### config.mk
export PLATFORM = sky130hd
export DESIGN_NAME = ex_muldiv_unit
export DESIGN_NICKNAME = d
export VERILOG_FILES = /design/src/rtl/ex_muldiv_pkg.sv /design/src/rtl/ex_muldiv_iter_core.sv /design/src/rtl/ex_muldiv_unit.sv
export SDC_FILE = /design/constraint.sdc
export NUM_CORES = 1
export LEC_CHECK = 0
export BUFFER_PORTS_ARGS = -buffer_cell sky130_fd_sc_hd__buf_2
export CORE_MARGIN = 2
export CORE_UTILIZATION = 25
export CTS_CLUSTER_DIAMETER = 60
export CTS_CLUSTER_SIZE = 25
export DETAILED_ROUTE_END_ITERATION = 8
export GPL_ROUTABILITY_DRIVEN = 0
export PLACE_DENSITY = 0.4
export SYNTH_ARGS = -nofsm -noshare
export SYNTH_HDL_FRONTEND = slang
export SYNTH_HIERARCHICAL = 1
export SYNTH_SLANG_ARGS = --single-unit
### constraint.sdc
create_clock -name clk -period 11.4 [get_ports clk]
set_clock_uncertainty 0.2 [all_clocks]
set_input_delay 3.42 -clock clk [delete_from_list [all_inputs] [get_ports clk]]
set_output_delay 3.42 -clock clk [all_outputs]
set_load 0.02 [all_outputs]
### src/rtl/ex_muldiv_pkg.sv
// ex_muldiv_pkg: shared definitions for the iterative multiply/divide unit.
//   - RV32M funct3 encodings for the operations handled by ex_muldiv_unit
//   - FSM state enum
//   - md_negate: conditional two's-complement negate on a wide vector.
//     Callers zero-extend into MD_MAXW bits and cast the result back down
//     to their own width, so one helper serves operands and products alike.
package ex_muldiv_pkg;

  localparam logic [2:0] MD_MUL    = 3'd0;
  localparam logic [2:0] MD_MULH   = 3'd1;
  localparam logic [2:0] MD_MULHSU = 3'd2;
  localparam logic [2:0] MD_MULHU  = 3'd3;
  localparam logic [2:0] MD_DIV    = 3'd4;
  localparam logic [2:0] MD_DIVU   = 3'd5;
  localparam logic [2:0] MD_REM    = 3'd6;
  localparam logic [2:0] MD_REMU   = 3'd7;

  typedef enum logic [1:0] {
    MD_IDLE = 2'd0,
    MD_CALC = 2'd1,
    MD_FIX  = 2'd2,
    MD_DONE = 2'd3
  } md_state_t;

  // Widest vector md_negate handles; covers a 2*XLEN product for XLEN <= 128.
  localparam int MD_MAXW = 256;

  function automatic logic [MD_MAXW-1:0] md_negate(input logic [MD_MAXW-1:0] v,
                                                   input logic en);
    md_negate = en ? (~v + MD_MAXW'(1)) : v;
  endfunction

endpackage

### src/rtl/ex_muldiv_iter_core.sv
// muldiv_iter_core: datapath of the iterative multiplier/divider.
// One 2*XLEN accumulator serves both operations:
//   multiply: {hi, lo} = {partial sum, remaining multiplier bits}; each step
//             adds the multiplicand to hi when lo[0] is set, then shifts right.
//   divide:   {hi, lo} = {remainder, dividend/quotient}; each step shifts left
//             one bit and performs a restoring subtract of the divisor.
// Both start from {0, a_abs}; after XLEN steps acc holds the unsigned
// product, or {remainder, quotient}.
// Ports:
//   clk, rst       clock, asynchronous active-high reset
//   load           capture operand magnitudes and operation kind
//   load_div       operation kind at load (1 = divide, 0 = multiply)
//   step           perform one iteration
//   a_abs, b_abs   unsigned operand magnitudes
//   acc            accumulator contents
module muldiv_iter_core #(
  parameter int XLEN = 32
) (
  input  logic              clk,
  input  logic              rst,
  input  logic              load,
  input  logic              load_div,
  input  logic              step,
  input  logic [XLEN-1:0]   a_abs,
  input  logic [XLEN-1:0]   b_abs,
  output logic [2*XLEN-1:0] acc
);

  logic [2*XLEN-1:0] acc_reg;
  logic [2*XLEN-1:0] acc_next;
  logic [XLEN-1:0]   b_reg;
  logic              div_reg;

  logic [XLEN-1:0] hi;
  logic [XLEN-1:0] lo;
  logic [XLEN:0]   mul_sum;
  logic [XLEN:0]   div_shift;
  logic [XLEN:0]   div_diff;

  always_comb begin
    hi        = acc_reg[2*XLEN-1:XLEN];
    lo        = acc_reg[XLEN-1:0];
    mul_sum   = {1'b0, hi} + (lo[0] ? {1'b0, b_reg} : '0);
    div_shift = {hi, lo[XLEN-1]};
    div_diff  = div_shift - {1'b0, b_reg};
    acc_next  = acc_reg;
    if (div_reg) begin
      // Borrow clear means the divisor fits: keep the difference, quotient bit 1.
      if (!div_diff[XLEN]) begin
        acc_next = {div_diff[XLEN-1:0], lo[XLEN-2:0], 1'b1};
      end else begin
        acc_next = {div_shift[XLEN-1:0], lo[XLEN-2:0], 1'b0};
      end
    end else begin
      acc_next = {mul_sum, lo[XLEN-1:1]};
    end
  end

  always_ff @(posedge clk or posedge rst) begin
    if (rst) begin
      acc_reg <= '0;
      b_reg   <= '0;
      div_reg <= 1'b0;
    end else if (load) begin
      acc_reg <= {{XLEN{1'b0}}, a_abs};
      b_reg   <= b_abs;
      div_reg <= load_div;
    end else if (step) begin
      acc_reg <= acc_next;
    end
  end

  assign acc = acc_reg;

endmodule

### src/rtl/ex_muldiv_unit.sv
// ex_muldiv_unit: iterative RV32M multiply/divide execute unit.
// Radix-2 shift-add multiply and restoring divide on operand magnitudes over
// XLEN cycles, followed by one sign-fixup cycle; an opaque tag travels with
// the operation and is returned alongside the result.
// Optional build macro MULDIV_EARLY_OUT_EN: when defined, an operation with a
// zero operand skips the iteration and goes straight to the fixup cycle with
// a precomputed result. Undefined (default): latency is always XLEN+1 cycles.
// Ports:
//   clk, rst       clock, asynchronous active-high reset
//   in_valid       upstream presents an operation
//   in_allow_in    unit can accept this cycle
//   in_op          funct3 (MUL..REMU)
//   in_a, in_b     rs1 / rs2 operands
//   in_tag         sideband returned unmodified with the result
//   flush          kill the operation in flight; blocks a same-cycle accept
//   out_valid      result available (held until out_allow_in)
//   out_allow_in   downstream accepts
//   out_result     result
//   out_tag        tag of the finished operation
//   busy           unit is not idle
module ex_muldiv_unit
  import ex_muldiv_pkg::*;
#(
  parameter int XLEN  = 32,
  parameter int TAG_W = 37
) (
  input  logic             clk,
  input  logic             rst,
  input  logic             in_valid,
  output logic             in_allow_in,
  input  logic [2:0]       in_op,
  input  logic [XLEN-1:0]  in_a,
  input  logic [XLEN-1:0]  in_b,
  input  logic [TAG_W-1:0] in_tag,
  input  logic             flush,
  output logic             out_valid,
  input  logic             out_allow_in,
  output logic [XLEN-1:0]  out_result,
  output logic [TAG_W-1:0] out_tag,
  output logic             busy
);

  localparam int CNT_W = $clog2(XLEN) + 1;

  md_state_t        state_reg, state_next;
  logic [CNT_W-1:0] counter_reg;
  logic [2:0]       op_reg;
  logic [TAG_W-1:0] tag_reg;
  logic             neg_res_reg;   // negate product / quotient
  logic             neg_rem_reg;   // negate remainder
  logic [XLEN-1:0]  out_result_reg;
  logic [TAG_W-1:0] out_tag_reg;

  logic             accept;
  logic             is_div_op;
  logic             a_signed, b_signed;
  logic             neg_a, neg_b;
  logic             b_zero;
  logic [XLEN-1:0]  a_abs, b_abs;
  logic             neg_res_in, neg_rem_in;

  logic [2*XLEN-1:0] core_acc;
  logic [2*XLEN-1:0] prod_fix;
  logic [XLEN-1:0]   quot_fix;
  logic [XLEN-1:0]   rem_fix;
  logic [XLEN-1:0]   fix_result;

`ifdef MULDIV_EARLY_OUT_EN
  logic            early_in;
  logic [XLEN-1:0] early_result_in;
  logic            early_reg;
  logic [XLEN-1:0] early_result_reg;
`endif

  assign in_allow_in = (state_reg == MD_IDLE) | ((state_reg == MD_DONE) & out_allow_in);
  assign accept      = in_valid & in_allow_in & ~flush;
  assign out_valid   = (state_reg == MD_DONE);
  assign busy        = (state_reg != MD_IDLE);
  assign out_result  = out_result_reg;
  assign out_tag     = out_tag_reg;

  // Operand conditioning at accept time.
  always_comb begin
    is_div_op = in_op[2];
    a_signed  = (in_op == MD_MULH) | (in_op == MD_MULHSU) | (in_op == MD_DIV) | (in_op == MD_REM);
    b_signed  = (in_op == MD_MULH) | (in_op == MD_DIV) | (in_op == MD_REM);
    neg_a     = a_signed & in_a[XLEN-1];
    neg_b     = b_signed & in_b[XLEN-1];
    b_zero    = (in_b == '0);
    a_abs     = XLEN'(md_negate(MD_MAXW'(in_a), neg_a));
    b_abs     = XLEN'(md_negate(MD_MAXW'(in_b), neg_b));
    // Division by zero leaves an all-ones quotient that must not be negated;
    // the remainder (which equals |a|) takes the dividend's sign.
    neg_res_in = is_div_op ? ((neg_a ^ neg_b) & ~b_zero) : (neg_a ^ neg_b);
    neg_rem_in = is_div_op & neg_a;
  end

`ifdef MULDIV_EARLY_OUT_EN
  always_comb begin
    early_in        = b_zero | (in_a == '0);
    early_result_in = '0;
    if (is_div_op && b_zero) begin
      // in_op[1] separates REM/REMU from DIV/DIVU.
      early_result_in = in_op[1] ? in_a : '1;
    end
  end
`endif

  muldiv_iter_core #(
    .XLEN(XLEN)
  ) u_core (
    .clk     (clk),
    .rst     (rst),
    .load    (accept),
    .load_div(is_div_op),
    .step    (state_reg == MD_CALC),
    .a_abs   (a_abs),
    .b_abs   (b_abs),
    .acc     (core_acc)
  );

  // Sign fixup and result selection, registered during FIX.
  always_comb begin
    prod_fix   = (2*XLEN)'(md_negate(MD_MAXW'(core_acc), neg_res_reg));
    quot_fix   = XLEN'(md_negate(MD_MAXW'(core_acc[XLEN-1:0]), neg_res_reg));
    rem_fix    = XLEN'(md_negate(MD_MAXW'(core_acc[2*XLEN-1:XLEN]), neg_rem_reg));
    fix_result = rem_fix;
    case (op_reg)
      MD_MUL:                       fix_result = prod_fix[XLEN-1:0];
      MD_MULH, MD_MULHSU, MD_MULHU: fix_result = prod_fix[2*XLEN-1:XLEN];
      MD_DIV, MD_DIVU:              fix_result = quot_fix;
      default:                      fix_result = rem_fix;
    endcase
`ifdef MULDIV_EARLY_OUT_EN
    if (early_reg) begin
      fix_result = early_result_reg;
    end
`endif
  end

  always_ff @(posedge clk or posedge rst) begin
    if (rst) begin
      state_reg <= MD_IDLE;
    end else begin
      state_reg <= state_next;
    end
  end

  always_comb begin
    state_next = state_reg;
    case (state_reg)
      MD_IDLE: begin
        if (accept) begin
`ifdef MULDIV_EARLY_OUT_EN
          state_next = early_in ? MD_FIX : MD_CALC;
`else
          state_next = MD_CALC;
`endif
        end
      end
      MD_CALC: begin
        if (flush) begin
          state_next = MD_IDLE;
        end else if (counter_reg == CNT_W'(1)) begin
          state_next = MD_FIX;
        end
      end
      MD_FIX: begin
        state_next = flush ? MD_IDLE : MD_DONE;
      end
      MD_DONE: begin
        if (flush) begin
          state_next = MD_IDLE;
        end else if (out_allow_in) begin
          if (accept) begin
`ifdef MULDIV_EARLY_OUT_EN
            state_next = early_in ? MD_FIX : MD_CALC;
`else
            state_next = MD_CALC;
`endif
          end else begin
            state_next = MD_IDLE;
          end
        end
      end
      default: state_next = MD_IDLE;
    endcase
  end

  always_ff @(posedge clk or posedge rst) begin
    if (rst) begin
      counter_reg    <= '0;
      op_reg         <= MD_MUL;
      tag_reg        <= '0;
      neg_res_reg    <= 1'b0;
      neg_rem_reg    <= 1'b0;
      out_result_reg <= '0;
      out_tag_reg    <= '0;
`ifdef MULDIV_EARLY_OUT_EN
      early_reg        <= 1'b0;
      early_result_reg <= '0;
`endif
    end else begin
      if (accept) begin
        counter_reg <= CNT_W'(XLEN);
        op_reg      <= in_op;
        tag_reg     <= in_tag;
        neg_res_reg <= neg_res_in;
        neg_rem_reg <= neg_rem_in;
`ifdef MULDIV_EARLY_OUT_EN
        early_reg        <= early_in;
        early_result_reg <= early_result_in;
`endif
      end else if (state_reg == MD_CALC) begin
        counter_reg <= counter_reg - CNT_W'(1);
      end
      if ((state_reg == MD_FIX) && !flush) begin
        out_result_reg <= fix_result;
        out_tag_reg    <= tag_reg;
      end
    end
  end

endmodule

# Word-level counts from Yosys, hierarchy flattened
# Index checks and enable logic that the tools add are counted.
[op_classes] add_sub_neg=8 n_eq_ne=16 n_mux=22 n_bitwise=21 reduce_logical=10
[ops] operator="$mux 64" count=5
[ops] operator="$mux 32" count=5
[ops] operator="$add 32x1->32 const B" count=4
[ops] operator="$not 32->32" count=4
[ops] operator="$pmux 32 s3" count=1
[ops] operator="$add 64x1->64 const B" count=1
[ops] operator="$not 64->64" count=1
[ops] operator="$add 32x33->33" count=1
[ops] operator="$sub 33x32->33" count=1
[ops] operator="$logic_not 32->1" count=1
[ops] operator="$eq 3x3->1 const B" count=4
[ops] operator="$mux 2" count=6
[ops] operator="$mux 6" count=2
[ops] operator="$eq 3x2->1 const B" count=3
[ops] operator="$pmux 2 s4" count=1
[ops] operator="$and 1x1->1" count=7
[ops] operator="$eq 3x1->1 const B" count=2
[ops] operator="$eq 6x1->1 const B" count=1
[ops] operator="$or 1x1->1" count=6
[ops] operator="$sub 6x1->6 const B" count=1
[ops] operator="$eq 2x2->1 const B" count=2
[ops] operator="$reduce_bool 2->1" count=2
[ops] operator="$logic_not 3->1" count=1
[ops] operator="$ne 3x2->1 const B" count=1
[ops] operator="12 further kinds" count=14
[word_totals] register_bits=216 input_bits=109 out_inout_bits=72 word_cells=88

# Logic depth before layout (Yosys ltp)
[logic_depth] word_depth=9 depth_mapped=14 mapped_depth_nobuf=13

# Cells and area by module
# Netlist, hierarchy kept.
[by_module_without_submodules] module="ex_muldiv_unit" instances=1 cells_each=1144 area_per_inst_um2=9172.5 seq_area_each_um2=2977.9
[by_module_without_submodules] module="muldiv_iter_core" instances=1 cells_each=1022 area_per_inst_um2=8264.2 seq_area_each_um2=2427.3

# Least setup slack after synthesis
# Ideal clock, no wire load.
[synth_path] kind="input -> output" startpoint="input out_allow_in" endpoint="output in_allow_in" arrival_time_ns=3.626 t_required_ns=7.780 path_slack_ns=4.154 stages=2 n_path_buf=0 cell_sequence="nand2_1 -> nand2_1"
[synth_via] elab_chain_len=2
[synth_rtl] item="from (decl)" line_no="ex_muldiv_unit.sv:37" text="input logic out_allow_in,"
[synth_rtl] item="$and 1x1->1" line_no="ex_muldiv_unit.sv:75" text="assign in_allow_in = (state_reg == MD_IDLE) | ((state_reg == MD_DONE) & out_allow_in);"
[synth_rtl] item="$or 1x1->1" line_no="ex_muldiv_unit.sv:75"
[synth_rtl] item="to (decl)" line_no="ex_muldiv_unit.sv:30" text="output logic in_allow_in,"
# Every way passes these cells.

# Final worst setup path
# Ends and elaborated chain as after synthesis.

==> impl_summary.md <==
Worst setup path
Data on the critical path is required at its endpoint by 7780 ps. The worst register-to-register path has a depth of 11. Of all nets on the critical path, the largest fanout is 3.

The largest stage delay on the critical path is 160 ps. The termination of the worst setup path is in_allow_in. For this design, the slowest cell found on the critical path is buf_2.

The critical path class is in -> out. The path length in cells of the critical path is 4. For the worst setup path, the data arrival time is 3820 ps. The worst register-to-register path has a setup slack of 6460 ps.

The source of the worst register-to-register timing path is u_core/acc[32]$_DFFE_PP0P_. The critical path goes through buf_2 -> nand2_1 -> nand2_1 -> buf_2. The cell family with the largest share of critical-path delay is buffers and inverters.

The number of buffers and inverters on the critical path is 2. The timing startpoint of the critical path is out_allow_in. The type of element capturing the critical path is an output pin.

The worst setup path is launched from an input port. The worst register-to-register path ends at u_core/acc[63]$_DFFE_PP0P_.

Die
The floorplan step defined a core boundary enclosing 0.0688 mm^2. The overall die area is 0.0719 mm^2. The floorplan has 96 rows. The starting density of the core is 0.253. In this run the vertical extent of the chip is 268 um. During I/O placement, the number of pins put on the boundary was 181. The chip width is 268 um.

Routing
The DRC violation count after routing is 0. The met1 wire length is 30.2 mm. The total wire length is 67.4 mm. The total via count in the routed design is 16900. The routed design uses 3.71 mm of met3 wire.

The wire length per cell after detailed routing is 20.9 um. The wire length on met2 is 31.2 mm. The DRC marker count from the first detailed-route iteration is 1385. The detailed router used layers up to and including met4. In the routed layout, each cell is associated on average with a via count of 5.25.

Once detail routing completed, the nets flagged for antenna violations numbered 0. For this run, the detailed router's first-pass iteration total came to 7.

Synth
The synthesized netlist cell count is 2166. Yosys mapped a number of flops with a built-in enable equal to 0. The post-synthesis cell area is 0.0174 mm^2. Synthesis inferred 216 register bits.

Among all flip-flop cells after synthesis, the most frequent one is dfrtp_1. Synthesis produced a netlist with a net count of 2347. Synthesis instantiated 92 different standard cells from the library. The count of yosys warnings during synthesis is 6.

Summed over all instances, the cell type with the most area after synthesis is dfrtp_1. For this run, asynchronously set or reset flops after synthesis account for 1.00. The share of the synthesized area in the top cell type is 0.310. The sequential element share of the synthesized area is 0.310.

Sorting the synthesized cells by area gives the leading types as dfrtp_1 (31%), nand2_1 (6.1%), ha_1 (5.0%). The most frequent cell after synthesis is nand2_1. Averaged over all synthesized cells, the footprint is 8.05 um^2. By count the netlist is led by nand2_1 (283), dfrtp_1 (216), nor2_1 (162).

Finish
After the last flow step, the layout net total stands at 2454. The finished layout holds 3228 standard cells, fillers aside. The flip-flop count of the largest register, all copies and words added is 64.

For this run, the share of the core covered by cells in the final layout is 0.294. The total inserted antenna cells is 0. Of the cells placed in the final design, the portion with a size suffix greater than 1 is 0.156.

Relative to the synthesized area, the layout overhead comes to 16.0%. The final instance area is 0.0202 mm^2.

Clocking
The cell sitting at the root of the clock tree is a clkbuf_16. The count of hold-fix buffers inserted at cts is 0. The CTS tree is done. The total clock sinks is 216.

The maximum buffer depth of the clock tree is 3. Gates resized during post-CTS repair numbered 0. The number of clock buffers inserted by TritonCTS is 31. The latest clock arrival within the worst-skew pair is 590 ps.

CTS built an H-tree with a depth of 1. The clock-pin transition on the worst setup and hold timing paths is 60 ps. The count of buffers added by post-CTS timing repair for setup is 0.

STA
The tightest hold margin is 260 ps. Based on the critical path, the design can be clocked at up to 0.134 GHz. Of the available clock period, the critical path in the final layout requires 0.653.

The count of final hold-check violations is 0. The total negative slack for setup checks is 0 ps. The number of setup violations in the final report is 0.

Setup repair after global routing left no endpoint under its margin. The number of max-slew violations in the final report is 0. The pin slew with the least headroom to its limit is 1270 ps. Headroom to the max-slew limit came out at 0.149. The clock period minus worst slack is 7440 ps.

Pwr
The proportion of power drawn by combinational gates is 0.570. In this run the power spent charging and discharging nets is 3.02 mW. Of the total power, the clock network draws 0.167.

The cell-internal power is 2.85 mW. Of the total power, the share spent switching nets is 0.515. The sequential fraction of design power is 0.263. The total power density per cell area is 290 mW/mm^2. The static leakage is 8.50 nW. IR analysis of the VDD net gives a maximum drop of 128 uV.

Placement
The number of placed instances, taps included is 3171. The HPWL reported at the end of detailed placement is 50.1 mm. Buffers placed on the I/O ports in this run total 180. The placed instance area is 0.0192 mm^2.

Min path
The min-delay analysis places its worst path in the category reg -> reg. The startpoint of the lowest-slack hold path is tag_reg[0]$_DFFE_PP0P_.

GRT
For this run, the total global-route usage over all layers was measured as 0.184. The total overflow left after global routing is 0. The largest net degree at the start of global routing is 72. The initial antenna violation count was 0.

The number of global-route vias before repair is 16600. The first global-routing pass estimated 103 mm of wire.

Run
The number of max-cap violations is 0.

Status
The flow ran to the end, and the final reports show no timing, DRC or antenna violations.
-- worst register-to-register path, stage by stage, from the launching register on --
cell      delay, ps
dfrtp_1         780
inv_1           150
fa_1            460
nand2b_1        210
a21o_1          250
a211oi_2        350
o211ai_2        200
a311oi_4        430
o21a_1          730
nor2_2          400
or3_1           410
a32o_1          270
-- layout by cell type, fill, tap and decap left out, types with 50 or more instances in the layout --
cell	Yosys	routed
xor2_1	68	68
inv_1	77	74
ha_1	70	70
mux2i_1	50	50
nor2_1	162	159
nor3_1	67	66
buf_2	9	180
a21oi_1	161	161
xnor2_1	95	95
dfrtp_1	216	215
o21ai_0	158	158
nand2_1	283	283
-- final cells by class --
type	instances	area (um^2)
multi-input combinational	1740	11200
tap	931	1160
fill	7443	48600
sequential	216	5410
timing repair buffer	207	1100
clock buffer	37	838
inverter	77	294
clock inverter	20	216
-- how the worst min path moves through the flow --
stage                              endpoint  slack, ps  cells after the start
finish               out_tag[0]$_DFFE_PP0P_        260                      2
global placement    out_tag[14]$_DFFE_PP0P_        240                      2
global route         out_tag[0]$_DFFE_PP0P_        280                      2
CTS                  out_tag[0]$_DFFE_PP0P_        260                      2
floorplan            out_tag[0]$_DFFE_PP0P_        230                      2
detailed placement   out_tag[0]$_DFFE_PP0P_        250                      2
-- cells by family after synthesis --
logic type               share of synthesized area
flip-flops                                   0.310
multiplexers                                0.0558
XOR/XNOR                                    0.0819
buffers and inverters                       0.0484
adder cells (fa/ha/maj)                     0.0525
AND/OR/NAND/NOR                              0.221
AO/OA/AOI/OAI                                0.231
-- power by group through the flow --
stage	Combinational [mW]	Sequential, mW	Clock [mW]
after detailed placement	3.31	1.56	0
after CTS	3.32	1.54	1.02
final	3.34	1.54	0.978
after floorplan	2.27	1.48	0
after global routing	3.66	1.60	1.05
after global placement	3.29	1.55	0
-- through the flow --
| stage | power (mW) | worst slack, ps |
|---|---|---|
| after floorplan | 3.75 | 4150 |
| after global placement | 4.83 | 3950 |
| after detailed placement | 4.86 | 3960 |
| after CTS | 5.88 | 3950 |
| after global routing | 6.31 | 3920 |
| final | 5.86 | 3960 |
-- routing by layer --
layer / track usage / up-vias
met4: 0.0636 / 0
met3: 0.0254 / 102
met5: 0 / -
li1: - / 8076
met2: 0.304 / 509
met1: 0.244 / 8257
Note: power is estimated with default switching activity, not from simulation.
